<file path="src/rtl/microwave_timer_ctrl.sv">
// Microwave oven controller: door-safe CLOSED/OPEN/COOK/PAUSE/BELL state machine
// with a cook-time countdown, PWM heat power and a bounded-length bell.
// Ports:
//   clk, nrst   clock and synchronous active-low reset
//   door        1 = door open
//   start       request cooking (level)
//   cancel      abort cooking / clear the cook time
//   load        capture load_time into remaining
//   load_time   cook time in whole seconds
//   power       heat on for `power` out of every 2**PWR_W cycles
//   heat        magnetron enable (registered)
//   light       cavity lamp (registered)
//   bell        buzzer (registered)
//   remaining   seconds left (registered)
module microwave_timer_ctrl #(
  parameter int unsigned TIME_W      = 8,
  parameter int unsigned TICK_DIV    = 4,
  parameter int unsigned PWR_W       = 2,
  parameter int unsigned BELL_CYCLES = 3
) (
  input  logic              clk,
  input  logic              nrst,
  input  logic              door,
  input  logic              start,
  input  logic              cancel,
  input  logic              load,
  input  logic [TIME_W-1:0] load_time,
  input  logic [PWR_W-1:0]  power,
  output logic              heat,
  output logic              light,
  output logic              bell,
  output logic [TIME_W-1:0] remaining
);

  localparam int unsigned PRESC_W = (TICK_DIV > 1) ? $clog2(TICK_DIV) : 1;
  localparam int unsigned BCNT_W  = $clog2(BELL_CYCLES + 1);

  typedef enum logic [2:0] {
    ST_CLOSED,
    ST_OPEN,
    ST_COOK,
    ST_PAUSE,
    ST_BELL
  } state_t;

  state_t              state_q, state_d;
  logic [TIME_W-1:0]   rem_d;
  logic [PRESC_W-1:0]  presc_q, presc_d;
  logic [PWR_W-1:0]    slot_q, slot_d;
  logic [BCNT_W-1:0]   bcnt_q, bcnt_d;
  logic                heat_d, light_d, bell_d;
  logic                tick_c;

  // One-second tick, only while actually cooking
  assign tick_c = (state_q == ST_COOK) && (presc_q == PRESC_W'(TICK_DIV - 1));

  // State, counters and registered outputs
  always_ff @(posedge clk) begin
    if (!nrst) begin
      state_q   <= ST_CLOSED;
      remaining <= '0;
      presc_q   <= '0;
      slot_q    <= '0;
      bcnt_q    <= '0;
      heat      <= 1'b0;
      light     <= 1'b0;
      bell      <= 1'b0;
    end else begin
      state_q   <= state_d;
      remaining <= rem_d;
      presc_q   <= presc_d;
      slot_q    <= slot_d;
      bcnt_q    <= bcnt_d;
      heat      <= heat_d;
      light     <= light_d;
      bell      <= bell_d;
    end
  end

  // Next-state, counter updates and next output values
  always_comb begin
    state_d = state_q;
    rem_d   = remaining;
    presc_d = presc_q;
    slot_d  = slot_q;
    bcnt_d  = bcnt_q;

    unique case (state_q)
      ST_CLOSED: begin
        if (door) begin
          state_d = ST_OPEN;
        end else if (cancel) begin
          rem_d = '0;
        end else if (load) begin
          rem_d = load_time;
        end else if (start && (remaining != '0)) begin
          state_d = ST_COOK;
          presc_d = '0;
          slot_d  = '0;
        end
      end
      ST_OPEN: begin
        if (!door) begin
          state_d = ST_CLOSED;
        end else if (load) begin
          rem_d = load_time;
        end else if (cancel) begin
          rem_d = '0;
        end
      end
      ST_COOK: begin
        // Door wins over a coincident tick; counters do not advance on that edge
        if (door) begin
          state_d = ST_PAUSE;
        end else if (cancel) begin
          state_d = ST_CLOSED;
          rem_d   = '0;
        end else begin
          presc_d = tick_c ? '0 : presc_q + PRESC_W'(1);
          slot_d  = slot_q + PWR_W'(1);
          if (tick_c) begin
            if (remaining <= TIME_W'(1)) begin
              rem_d   = '0;
              state_d = ST_BELL;
              bcnt_d  = '0;
            end else begin
              rem_d = remaining - TIME_W'(1);
            end
          end
        end
      end
      ST_PAUSE: begin
        // Resume keeps prescaler and slot where they froze
        if (!door) begin
          state_d = ST_COOK;
        end else if (cancel) begin
          state_d = ST_OPEN;
          rem_d   = '0;
        end
      end
      ST_BELL: begin
        if (door) begin
          state_d = ST_OPEN;
        end else if (cancel) begin
          state_d = ST_CLOSED;
        end else if (bcnt_q < BCNT_W'(BELL_CYCLES)) begin
          bcnt_d = bcnt_q + BCNT_W'(1);
        end
      end
      default: begin
        state_d = ST_CLOSED;
      end
    endcase

    light_d = (state_d == ST_OPEN) || (state_d == ST_COOK) || (state_d == ST_PAUSE);
    heat_d  = (state_d == ST_COOK) && (slot_d < power);
    bell_d  = (state_d == ST_BELL) && (bcnt_d < BCNT_W'(BELL_CYCLES));
  end

endmodule

</file>
<file path="config.mk">
export PLATFORM = sky130hd
export DESIGN_NAME = microwave_timer_ctrl
export DESIGN_NICKNAME = d
export VERILOG_FILES = /design/src/rtl/microwave_timer_ctrl.sv
export SDC_FILE = /design/constraint.sdc
export NUM_CORES = 1
export LEC_CHECK = 0
export BUFFER_PORTS_ARGS = -buffer_cell sky130_fd_sc_hd__buf_2
export CAP_MARGIN = 30
export CELL_PAD_IN_SITES_DETAIL_PLACEMENT = 0
export CELL_PAD_IN_SITES_GLOBAL_PLACEMENT = 1
export CORE_MARGIN = 2
export CORE_UTILIZATION = 43
export CTS_CLUSTER_SIZE = 8
export DETAILED_ROUTE_END_ITERATION = 16
export PLACE_DENSITY = 0.94
export SYNTH_ARGS = -nofsm -noshare
export SYNTH_HDL_FRONTEND = slang
export SYNTH_SLANG_ARGS = --single-unit
</file>
<file path="constraint.sdc">
create_clock -name clk -period 3.4 [get_ports clk]
set_input_delay 0.68 -clock clk [delete_from_list [all_inputs] [get_ports clk]]
set_output_delay 0.68 -clock clk [all_outputs]
set_load 0.03 [all_outputs]
</file>
==> metrics.yaml, run 1 <==
clock_skew_ns: 0.00561
syn_area_per_cell_um2: 7.78
combPwrFrac_pct: 23.8
synth_edf_count: 0
die_y_um: 60.8
fin_cells: 243
p_leak_nw: 0.673
hold_path_class: "flop to flop"
post_cts_buffers: 0
routedWlPerCell_um: 13.7
syn_inst: 178
yosys-top-cells-area: "dfxtp_1, o21ai_0, a21oi_1"
h-tree-depth: 1
clock_latency_ns: 0.31
wl_mm: 3.32
grt_max_degree: 22
numPortBuffers: 26
die_area_um2: 3690
ys_seq_elements: 20
drt_iter0_markers: 52
critPathLaunchType: "input pin"
fin_total_pwr_uw: 606
setup_viol: 0
hold_path_end: "bcnt_q[0]"
finalHoldViolCount: 0
clkTransAtPathRegs_ns: 0.12
synthMuxAreaShare_pct: 1.45
numCtsBuffers: 3
drive_gt1_share_pct: 19.1
startpoint: "cancel"
critPathRequiredTime_ns: 3.62
relSlewSlack_pct: 53.8
critPathCaptureType: "flop"
antenna_cells: 0
track_usage_pct: 19.9
ant_nets: 0
cp.arrival_ns: 2.76
synth_top_family_by_area: "simple AND/OR/NAND/NOR gates"
worst_pin_slew_ns: 0.693
initial_core_util_pct: 45.4
synthSimpleGateAreaFrac_pct: 28.7
finalSetupTns_ns: 0
fmaxAchievable_mhz: 394
reg2reg_to: "heat"
fp.coreArea_um2: 3050
synth-main-ff-cell: "dfxtp_1"
crit_buf_inv: 1
clock_sinks: 20
hold_depth: 1
rr_worst_depth: 8
clockBufferDepth: 2
cp_cell_sequence: "buf_2, or4b_4, nor4_1, nand2_1, nand3_1, nand2_1, ha_1, a21bo_2, a211oi_1"
grt_pass1_wl_mm: 5.59
yosysSeqAreaShare_pct: 28.9
avgViaCountPerCell: 5.53
cts_root_buffer: "clkbuf_4"
drtPass1Iterations: 4
cts_tree: "built"
clockPowerShare_pct: 32.9
dp.cells: 239
seq_area_um2: 400
syn-cell-area_um2: 1390
yosys.area.top_type: "dfxtp_1"
die_w_um: 60.8
rsz0062_at_grt: "false"
ios: 27
multiInputGateArea_um2: 881
fillCellCount: 322
ys_async_sr_fraction_pct: 0
cp_slowest_stage_delay_ns: 0.57
synth_top_area_share_pct: 28.9
ys_warn_count: 0
crit_slowest_cell: "or4b_4"
postCtsHoldBufs: 0
rows: 20
switchingPower_uw: 187
vias: 1343
synthAdderAreaFrac_pct: 4.52
status: "complete, no violations"
swShare_pct: 30.8
cap_viol_max_count: 0
cts_resized: 0
grt_overflow: 0
worstSetupPathType: "input pin to flop"
worstHoldStart: "bcnt_q[0]"
p_int_uw: 420
place_congestion: 0.834
crit_family: "simple AND/OR/NAND/NOR gates"
slew_violations: 0
seq_power_share_pct: 43.4
p_per_area_nw_per_um2: 386
synth_fp_nets: 199
cp_max_fo: 15
synth_cell_types: 47
drc: 0
timing.final.crit_period_ns: 2.54
synth_compound_area_share_pct: 26.4
r2r_start: "state_q[0]"
path_common_cell: "nand2_1"
ir_drop_uv: 196
post-route-period-util_pct: 74.7
rrSetupSlack_ns: 0.87
synth_xor_area_share_pct: 2.53
area_delta_synth_final_pct: 13.5
dp_hpwl_mm: 2.52
grt_pass1_vias: 1280
fin_nets: 221
antenna_found_initial: 0
-- layer usage --
metal | global-route usage, % | part of all wire [%] | vias to the layer above
li1 | - | - | 688
met1 | 25.8 | 46 | 619
met2 | 33.0 | 48 | 32
met3 | 3.41 | 4.5 | 4
met4 | 7.14 | 0.93 | 0
met5 | 0 | 0 | -
-- state kept, by name, indices dropped and copies added, names as in the netlist --
signal and count:
bcnt_q 2, bell 1, heat 1, light 1, presc_q 2, remaining 8, slot_q 2, state_q 3
-- per-stage QoR --
stage	util (%)	setup slack (ns)	instance area [um^2]	hold slack, ns
floorplan	-	0.847	1390	0.434
global placement	49.8	0.671	1520	0.441
detailed placement	49.8	0.541	1520	0.460
CTS	51.5	0.870	1570	0.480
global route	51.5	0.663	1570	0.512
finish	51.5	0.861	1570	0.477
-- cell families after synthesis --
family          Yosys count
flops                    20
xor+xnor                  4
compound gates           55
buf+inv                  22
mux                       2
simple gates             70
fa+ha+maj                 5
-- cell type report --
cell class | count | area share [%]
Clock buffer | 3 | 1.43
Timing Repair Buffer | 27 | 8.76
Multi-Input combinational cell | 136 | 56.1
Sequential cell | 20 | 25.5
Tap cell | 44 | 3.50
Inverter | 12 | 2.87
Clock inverter | 1 | 1.91
-- cell usage in the layout, fill, tap and decap left out, drive strengths merged, types with 4 or more instances in the layout --
cell type,count
nor3b,4
nand3,8
dfxtp,20
ha,5
a21oi,13
buf,27
a21boi,6
nand2,14
o21ai,16
o211ai,4
nor3,6
inv,12
nor2,13
-- power groups by stage --
stage | logic (mW) | clock network, mW | registers, mW
after floorplan | 0.0962 | 0 | 0.275
after global placement | 0.142 | 0 | 0.267
after detailed placement | 0.143 | 0 | 0.268
after CTS | 0.144 | 0.202 | 0.263
after global routing | 0.158 | 0.214 | 0.266
final | 0.144 | 0.199 | 0.263
-- worst reg2reg max path, delay by kind of cell, from the launching register on --
family	cells	cell delay, ns
fa+ha+maj	1	0.23
compound gates	2	0.43
simple gates	5	1.23
flops	1	0.55
-- worst max path at each step --
stage	to	cells after the start
floorplan	heat	9
global placement	heat	9
detailed placement	heat	9
CTS	heat	10
global route	heat	9
finish	heat	9
-- cell usage after synthesis, types with 2 or more instances --
cell        n
o221ai_1    2
nand3_1     8
a21oi_1    13
nor2_1     13
o211ai_1    4
nand4_1     2
ha_1        5
clkbuf_1    5
dfxtp_1    20
buf_6       2
o2bb2ai_1   3
xnor2_1     2
nand3b_1    2
nand2_1    14
nor4_1      3
and3_1      2
nor3b_1     4
and2_1      2
xor2_1      2
buf_2       2
o21ai_0    16
a21boi_0    5
nor3_1      5
nand2b_1    3
nor2b_1     2
or3_1       2
mux2i_1     2
a211oi_1    3
inv_1      12
Power figures use the tool's default switching activity.
==> run 2: changes to the inputs <==
--- a/config.mk
+++ b/config.mk
@@ -5,15 +5,16 @@
 export SDC_FILE = /design/constraint.sdc
 export NUM_CORES = 1
 export LEC_CHECK = 0
+export ABC_AREA = 1
 export BUFFER_PORTS_ARGS = -buffer_cell sky130_fd_sc_hd__buf_2
 export CAP_MARGIN = 30
 export CELL_PAD_IN_SITES_DETAIL_PLACEMENT = 0
 export CELL_PAD_IN_SITES_GLOBAL_PLACEMENT = 1
 export CORE_MARGIN = 2
-export CORE_UTILIZATION = 43
+export CORE_UTILIZATION = 34
 export CTS_CLUSTER_SIZE = 8
 export DETAILED_ROUTE_END_ITERATION = 16
-export PLACE_DENSITY = 0.94
+export PLACE_DENSITY = 0.86
 export SYNTH_ARGS = -nofsm -noshare
 export SYNTH_HDL_FRONTEND = slang
 export SYNTH_SLANG_ARGS = --single-unit
==> constraint.sdc (replaced) <==
create_clock -name clk -period 2.17 [get_ports clk]
set_input_delay 0.434 -clock clk [delete_from_list [all_inputs] [get_ports clk]]
set_output_delay 0.434 -clock clk [all_outputs]
set_load 0.03 [all_outputs]
==> run 2 against run 1 <==
Effect of this change:
- largest power group unchanged
- highest routed layer unchanged
- sequential share of layout area shrank 1.9 points
- synthesized area is 4.7% higher
- hold slack got worse by 0.081 ns
- die area is 30% higher
==> metrics.yaml, run 2 <==
p_leak_nw: 0.823
rsz0062_at_grt: "false"
fin_nets: 293
synth_top_area_share_pct: 27.6
whs_ns: 0.395
hold_path_end: "light"
place_congestion: 0.860
syn-cell-area_um2: 1450
top_register: "remaining"
ys_seq_elements: 20
dp_slack_ns: 0.372
drt_iter0_markers: 74
timing.final.crit_period_ns: 1.81
synth_compound_area_share_pct: 17.0
cp_cell_sequence: "inv_1, ha_1, inv_1, nor2_1, nand2_1, nand4_1, nand3_1, nand2_1, ha_1, inv_1, a21oi_1, nor2_1"
synth-main-ff-cell: "dfxtp_1"
initial_core_util_pct: 35.7
cts_root_buffer: "clkbuf_8"
fillCellCount: 453
fin_total_pwr_uw: 960
grt_pass1_wl_mm: 6.40
post-route-period-util_pct: 83.2
antenna_found_initial: 0
placed_area_um2: 1640
yosys.area.top_type: "dfxtp_1"
finish.utilization_pct: 41.8
cts_tree: "built"
numCtsBuffers: 3
largest_register_ffs: 8
postCtsHoldBufs: 0
avgViaCountPerCell: 4.99
worst_slack_ns: 0.364
hold_depth: 3
worstHoldStart: "nrst"
synth_xor_area_share_pct: 0.604
syn_area_per_cell_um2: 5.99
p_per_area_nw_per_um2: 566
die_w_um: 69.3
status: "complete, no violations"
routedWlPerCell_um: 11.7
slew_violations: 0
syn_inst: 242
clock_latency_ns: 0.27
synthMuxAreaShare_pct: 0
rows: 23
clkTransAtPathRegs_ns: 0.09
antenna_cells: 0
yosysMostFrequentCell: "nand2_1"
seq_area_um2: 400
area_delta_synth_final_pct: 17.0
final_cell_mix: "nand2_1, inv_1, nor2_1"
ys_async_sr_fraction_pct: 0
final_area_um2: 1700
numPortBuffers: 26
worstSetupPathType: "flop to flop"
cp_slowest_stage_delay_ns: 0.40
critPathLaunchType: "flop"
fin_cells: 321
vias: 1603
wl_mm: 3.75
r2r_start: "remaining[0]"
largestRegisters: "remaining: 8 flops, state_q: 3 flops"
synth_cell_types: 27
die_area_um2: 4800
cts_resized: 0
synthSimpleGateAreaFrac_pct: 40.6
final_common_cell: "nand2_1"
synth_commonest_cells: "nand2_1, inv_1, nor2_1"
ios: 27
crit_family: "simple AND/OR/NAND/NOR gates"
startpoint: "remaining[0]"
drive_gt1_share_pct: 17.3
rr_worst_depth: 12
ir_drop_uv: 283
clockBufferDepth: 2
rrSetupSlack_ns: 0.36
hold_path_class: "input pin to flop"
dp.cells: 317
crit_buf_inv: 3
grt_max_degree: 14
drc: 0
crit_slowest_cell: "dfxtp_1"
relSlewSlack_pct: 70.7
multiInputGateArea_um2: 906
dp_hpwl_mm: 2.99
path_common_cell: "inv_1"
clock_skew_ns: 0.00990
fp.coreArea_um2: 4060
synth_top_family_by_area: "simple AND/OR/NAND/NOR gates"
synth_fp_nets: 263
cp_max_fo: 5
finalSetupTns_ns: 0
synthAdderAreaFrac_pct: 4.31
worst_pin_slew_ns: 0.439
cp.arrival_ns: 1.97
reg2reg_to: "heat"
post_cts_buffers: 0
clock_sinks: 20
yosysSeqAreaShare_pct: 27.6
track_usage_pct: 16.2
fmaxAchievable_mhz: 554
synth_edf_count: 0
ant_nets: 0
setup_viol: 0
ys_warn_count: 0
critPathRequiredTime_ns: 2.33
critPathCaptureType: "flop"
yosys-top-cells-area: "dfxtp_1, nand2_1, inv_1"
grt_overflow: 0
drtPass1Iterations: 4
die_y_um: 69.3
finalHoldViolCount: 0
grt_pass1_vias: 1443
h-tree-depth: 1
cap_viol_max_count: 0
-- run 2: changes by cell type in the layout (fill, tap and decap cells not counted), sizes merged, moves of 3 or more --
| cell | before | now |
|---|---|---|
| a211oi | 3 | 0 |
| a21oi | 13 | 23 |
| and3 | 3 | 0 |
| inv | 12 | 35 |
| nand2 | 14 | 63 |
| nand2b | 3 | 0 |
| nand3 | 8 | 21 |
| nor2 | 13 | 36 |
| nor3b | 4 | 0 |
| nor4 | 3 | 0 |
| o211ai | 4 | 1 |
| o2bb2ai | 3 | 0 |
-- run 2: worst min-delay path, delay by kind of cell --
kind / cells / cell delay, ns
buffers and inverters: 2 / 0.14
AO/OA/AOI/OAI: 1 / 0.07
-- run 2: power breakdown --
group / switching (mW) / total (mW) / internal (mW)
combinational: 0.176 / 0.260 / 0.0843
sequential: 0.0190 / 0.400 / 0.381
clock: 0.138 / 0.300 / 0.162
total: 0.333 / 0.960 / 0.627
-- run 2: cell type report --
cell class	instances	area share (%)
Multi-Input combinational cell	184	53.4
Sequential cell	20	23.6
Timing Repair Buffer	27	8.11
Inverter	36	7.96
Tap cell	50	3.69
Clock buffer	4	3.24
-- run 2: worst max-delay path by stage --
stage                     cells past startpoint  slack [ns]   end
after CTS                                    12        0.34  heat
after global placement                       12        0.42  heat
after detailed placement                     12        0.37  heat
final                                        12        0.36  heat
after floorplan                              12        0.33  heat
after global routing                         10        0.14  bell
-- run 2: logic make-up after synthesis --
family                   count (synthesis)
buffers and inverters                   38
XOR/XNOR                                 1
adder cells (fa/ha/maj)                  5
flip-flops                              20
AO/OA/AOI/OAI                           45
AND/OR/NAND/NOR                        133
-- run 2: routing by layer --
layer | track usage (%) | wire [um] | up-vias
li1 | - | - | 840
met1 | 20.0 | 1720 | 724
met2 | 28.1 | 1800 | 33
met3 | 3.34 | 185 | 6
met4 | 4.79 | 50 | 0
met5 | 0 | 0 | -
==> run 3: changes to the inputs <==
--- a/config.mk
+++ b/config.mk
@@ -5,16 +5,16 @@
 export SDC_FILE = /design/constraint.sdc
 export NUM_CORES = 1
 export LEC_CHECK = 0
-export ABC_AREA = 1
+export ABC_AREA = 0
 export BUFFER_PORTS_ARGS = -buffer_cell sky130_fd_sc_hd__buf_2
 export CAP_MARGIN = 30
 export CELL_PAD_IN_SITES_DETAIL_PLACEMENT = 0
 export CELL_PAD_IN_SITES_GLOBAL_PLACEMENT = 1
 export CORE_MARGIN = 2
-export CORE_UTILIZATION = 34
+export CORE_UTILIZATION = 40
 export CTS_CLUSTER_SIZE = 8
 export DETAILED_ROUTE_END_ITERATION = 16
-export PLACE_DENSITY = 0.86
+export PLACE_DENSITY = 0.89
 export SYNTH_ARGS = -nofsm -noshare
 export SYNTH_HDL_FRONTEND = slang
 export SYNTH_SLANG_ARGS = --single-unit
==> constraint.sdc (replaced) <==
create_clock -name clk -period 1.8 [get_ports clk]
set_input_delay 0.36 -clock clk [delete_from_list [all_inputs] [get_ports clk]]
set_output_delay 0.36 -clock clk [all_outputs]
set_load 0.03 [all_outputs]
==> run 3 against run 2 <==
Effect of this change:
- the flow now finishes with violations (setup timing)
- die area decreased by 18%
- clock power rose by 29%
- design area is 16% higher
- global-route usage grew 3.7 points
- critical endpoint unchanged
- critical path depth fell by 3
==> metrics.yaml, run 3 (same netlist as run 1, synthesis figures left out) <==
grt_max_degree: 22
fin_cells: 284
whs_ns: 0.307
r2r_start: "state_q[2]"
critPathCaptureType: "flop"
cp_slowest_stage_delay_ns: 0.50
drtPass1Iterations: 4
top_usage_layer: "met2"
clock_sinks: 20
grtUsageMet2_pct: 32.9
slew_violations: 0
critPathRequiredTime_ns: 2.05
wl_mm: 3.89
ir_drop_uv: 332
p_int_uw: 881
finalHoldViolCount: 0
use_met1_pct: 26.0
top_register: "remaining"
postCtsHoldBufs: 0
swShare_pct: 31.0
die_w_um: 62.8
startpoint: "state_q[2]"
cp_cell_sequence: "or4b_4, nor4_4, nand2_1, nand3_2, nand2_2, ha_4, a21oi_2, nand2_1, a211oi_2"
fin_total_pwr_mw: 1.28
grt_pass1_vias: 1395
fp.coreArea_um2: 3340
final_common_cell: "buf_4"
area_delta_synth_final_pct: 41.8
crit_family: "simple AND/OR/NAND/NOR gates"
finish.utilization_pct: 58.9
rows: 21
hold_path_class: "input pin to flop"
initial_core_util_pct: 41.5
track_usage_pct: 19.8
combPwrFrac_pct: 32.4
crit_buf_inv: 0
critPathLaunchType: "flop"
setup_viol: 2
cts_root_buffer: "clkbuf_4"
clock_skew_ns: 0.00124
grt_pass1_wl_mm: 6.29
drc: 0
largest_register_ffs: 8
cp.arrival_ns: 2.28
crit_slowest_cell: "or4b_4"
h-tree-depth: 1
path_common_cell: "nand2_1"
final_cell_mix: "buf_4, buf_2, dfxtp_1"
worst_slack_ns: -0.224
worst_pin_slew_ns: 0.563
clock_latency_ns: 0.32
drt_iter0_markers: 45
antenna_cells: 0
cp_max_fo: 2
drive_gt1_share_pct: 37.8
status: "finished, violations left"
worstHoldStart: "load_time[2]"
vias: 1473
dp.cells: 273
fin_nets: 260
switchingPower_uw: 396
routedWlPerCell_um: 13.7
rsz0062_at_grt: "true"
antenna_found_initial: 0
largestRegisters: "remaining: 8 flops, state_q: 3 flops"
violations: "setup timing"
use_met3_pct: 3.06
p_leak_nw: 0.881
avgViaCountPerCell: 5.19
die_area_um2: 3950
cts_tree: "built"
fmaxAchievable_mhz: 494
post-route-period-util_pct: 112
clkTransAtPathRegs_ns: 0.13
numPortBuffers: 26
relSlewSlack_pct: 62.1
cap_viol_max_count: 0
clockPowerShare_pct: 30.3
grt_overflow: 0
ios: 27
seq_power_share_pct: 37.4
clockBufferDepth: 2
place_congestion: 0.880
numCtsBuffers: 3
p_per_area_nw_per_um2: 650
ant_nets: 0
dp_slack_ns: -0.437
timing.final.crit_period_ns: 2.02
die_y_um: 62.8
worstSetupPathType: "flop to flop"
dp_hpwl_mm: 2.92
run 3: changes by cell type in the layout (fill, tap and decap cells not counted), moves of 4 or more:
cell      delta
clkbuf_8     -4
nor2_1      -17
nor2_2       -4
nand3_1     -13
nand2_1     -48
buf_4       +36
inv_1       -19
a21oi_1     -11
inv_2        -4
run 3: stage by stage:
stage / area [um^2] / TNS, ns
4_1_cts: 1870 / -0.445
6_report: 1960 / -0.357
3_3_place_gp: 1780 / -0.712
5_1_grt: 1960 / -0.547
3_5_place_dp: 1780 / -0.966
2_1_floorplan: 1410 / -0.442
run 3: layer usage:
| layer | part of all wire, % | up-vias |
|---|---|---|
| met5 | 0 | - |
| met4 | 1.3 | 0 |
| met2 | 50 | 26 |
| met1 | 46 | 672 |
| li1 | - | 769 |
| met3 | 3.0 | 6 |
run 3: cell type report:
class,instances,area (um^2)
inverter,12,45.0
timing repair buffer,66,450
fill,327,1370
multi-input combinational,136,956
tap,46,57.6
clock inverter,1,30.0
sequential,20,403
clock buffer,3,22.5
run 3: worst paths after layout:
check	to	slack, ns	cells after the start
worst max-delay path	heat	-0.22	9
worst max register to register	heat	-0.22	9
worst min-delay path	remaining[2]	0.31	3
worst min register to register	bcnt_q[0]	0.48	1
run 3: worst min-delay path: stages:
cell     delay [ns]
buf_2          0.08
a21oi_1        0.04
o21ai_0        0.12
run 3: timing repair:
item                                    4_1_cts  5_1_grt
gates cloned                                  0        0
gates resized for setup                       4       10
endpoints found under the hold margin         0        0
pin swaps                                     3        9
buffers inserted                              2        5
endpoints found under the setup margin        2        9
run 3: power groups by stage:
stage / registers [mW] / clock network (mW) / logic (mW)
after floorplan: 0.520 / 0 / 0.188
after global placement: 0.485 / 0 / 0.365
after detailed placement: 0.486 / 0 / 0.367
after CTS: 0.476 / 0.392 / 0.374
after global routing: 0.480 / 0.413 / 0.454
final: 0.477 / 0.387 / 0.413
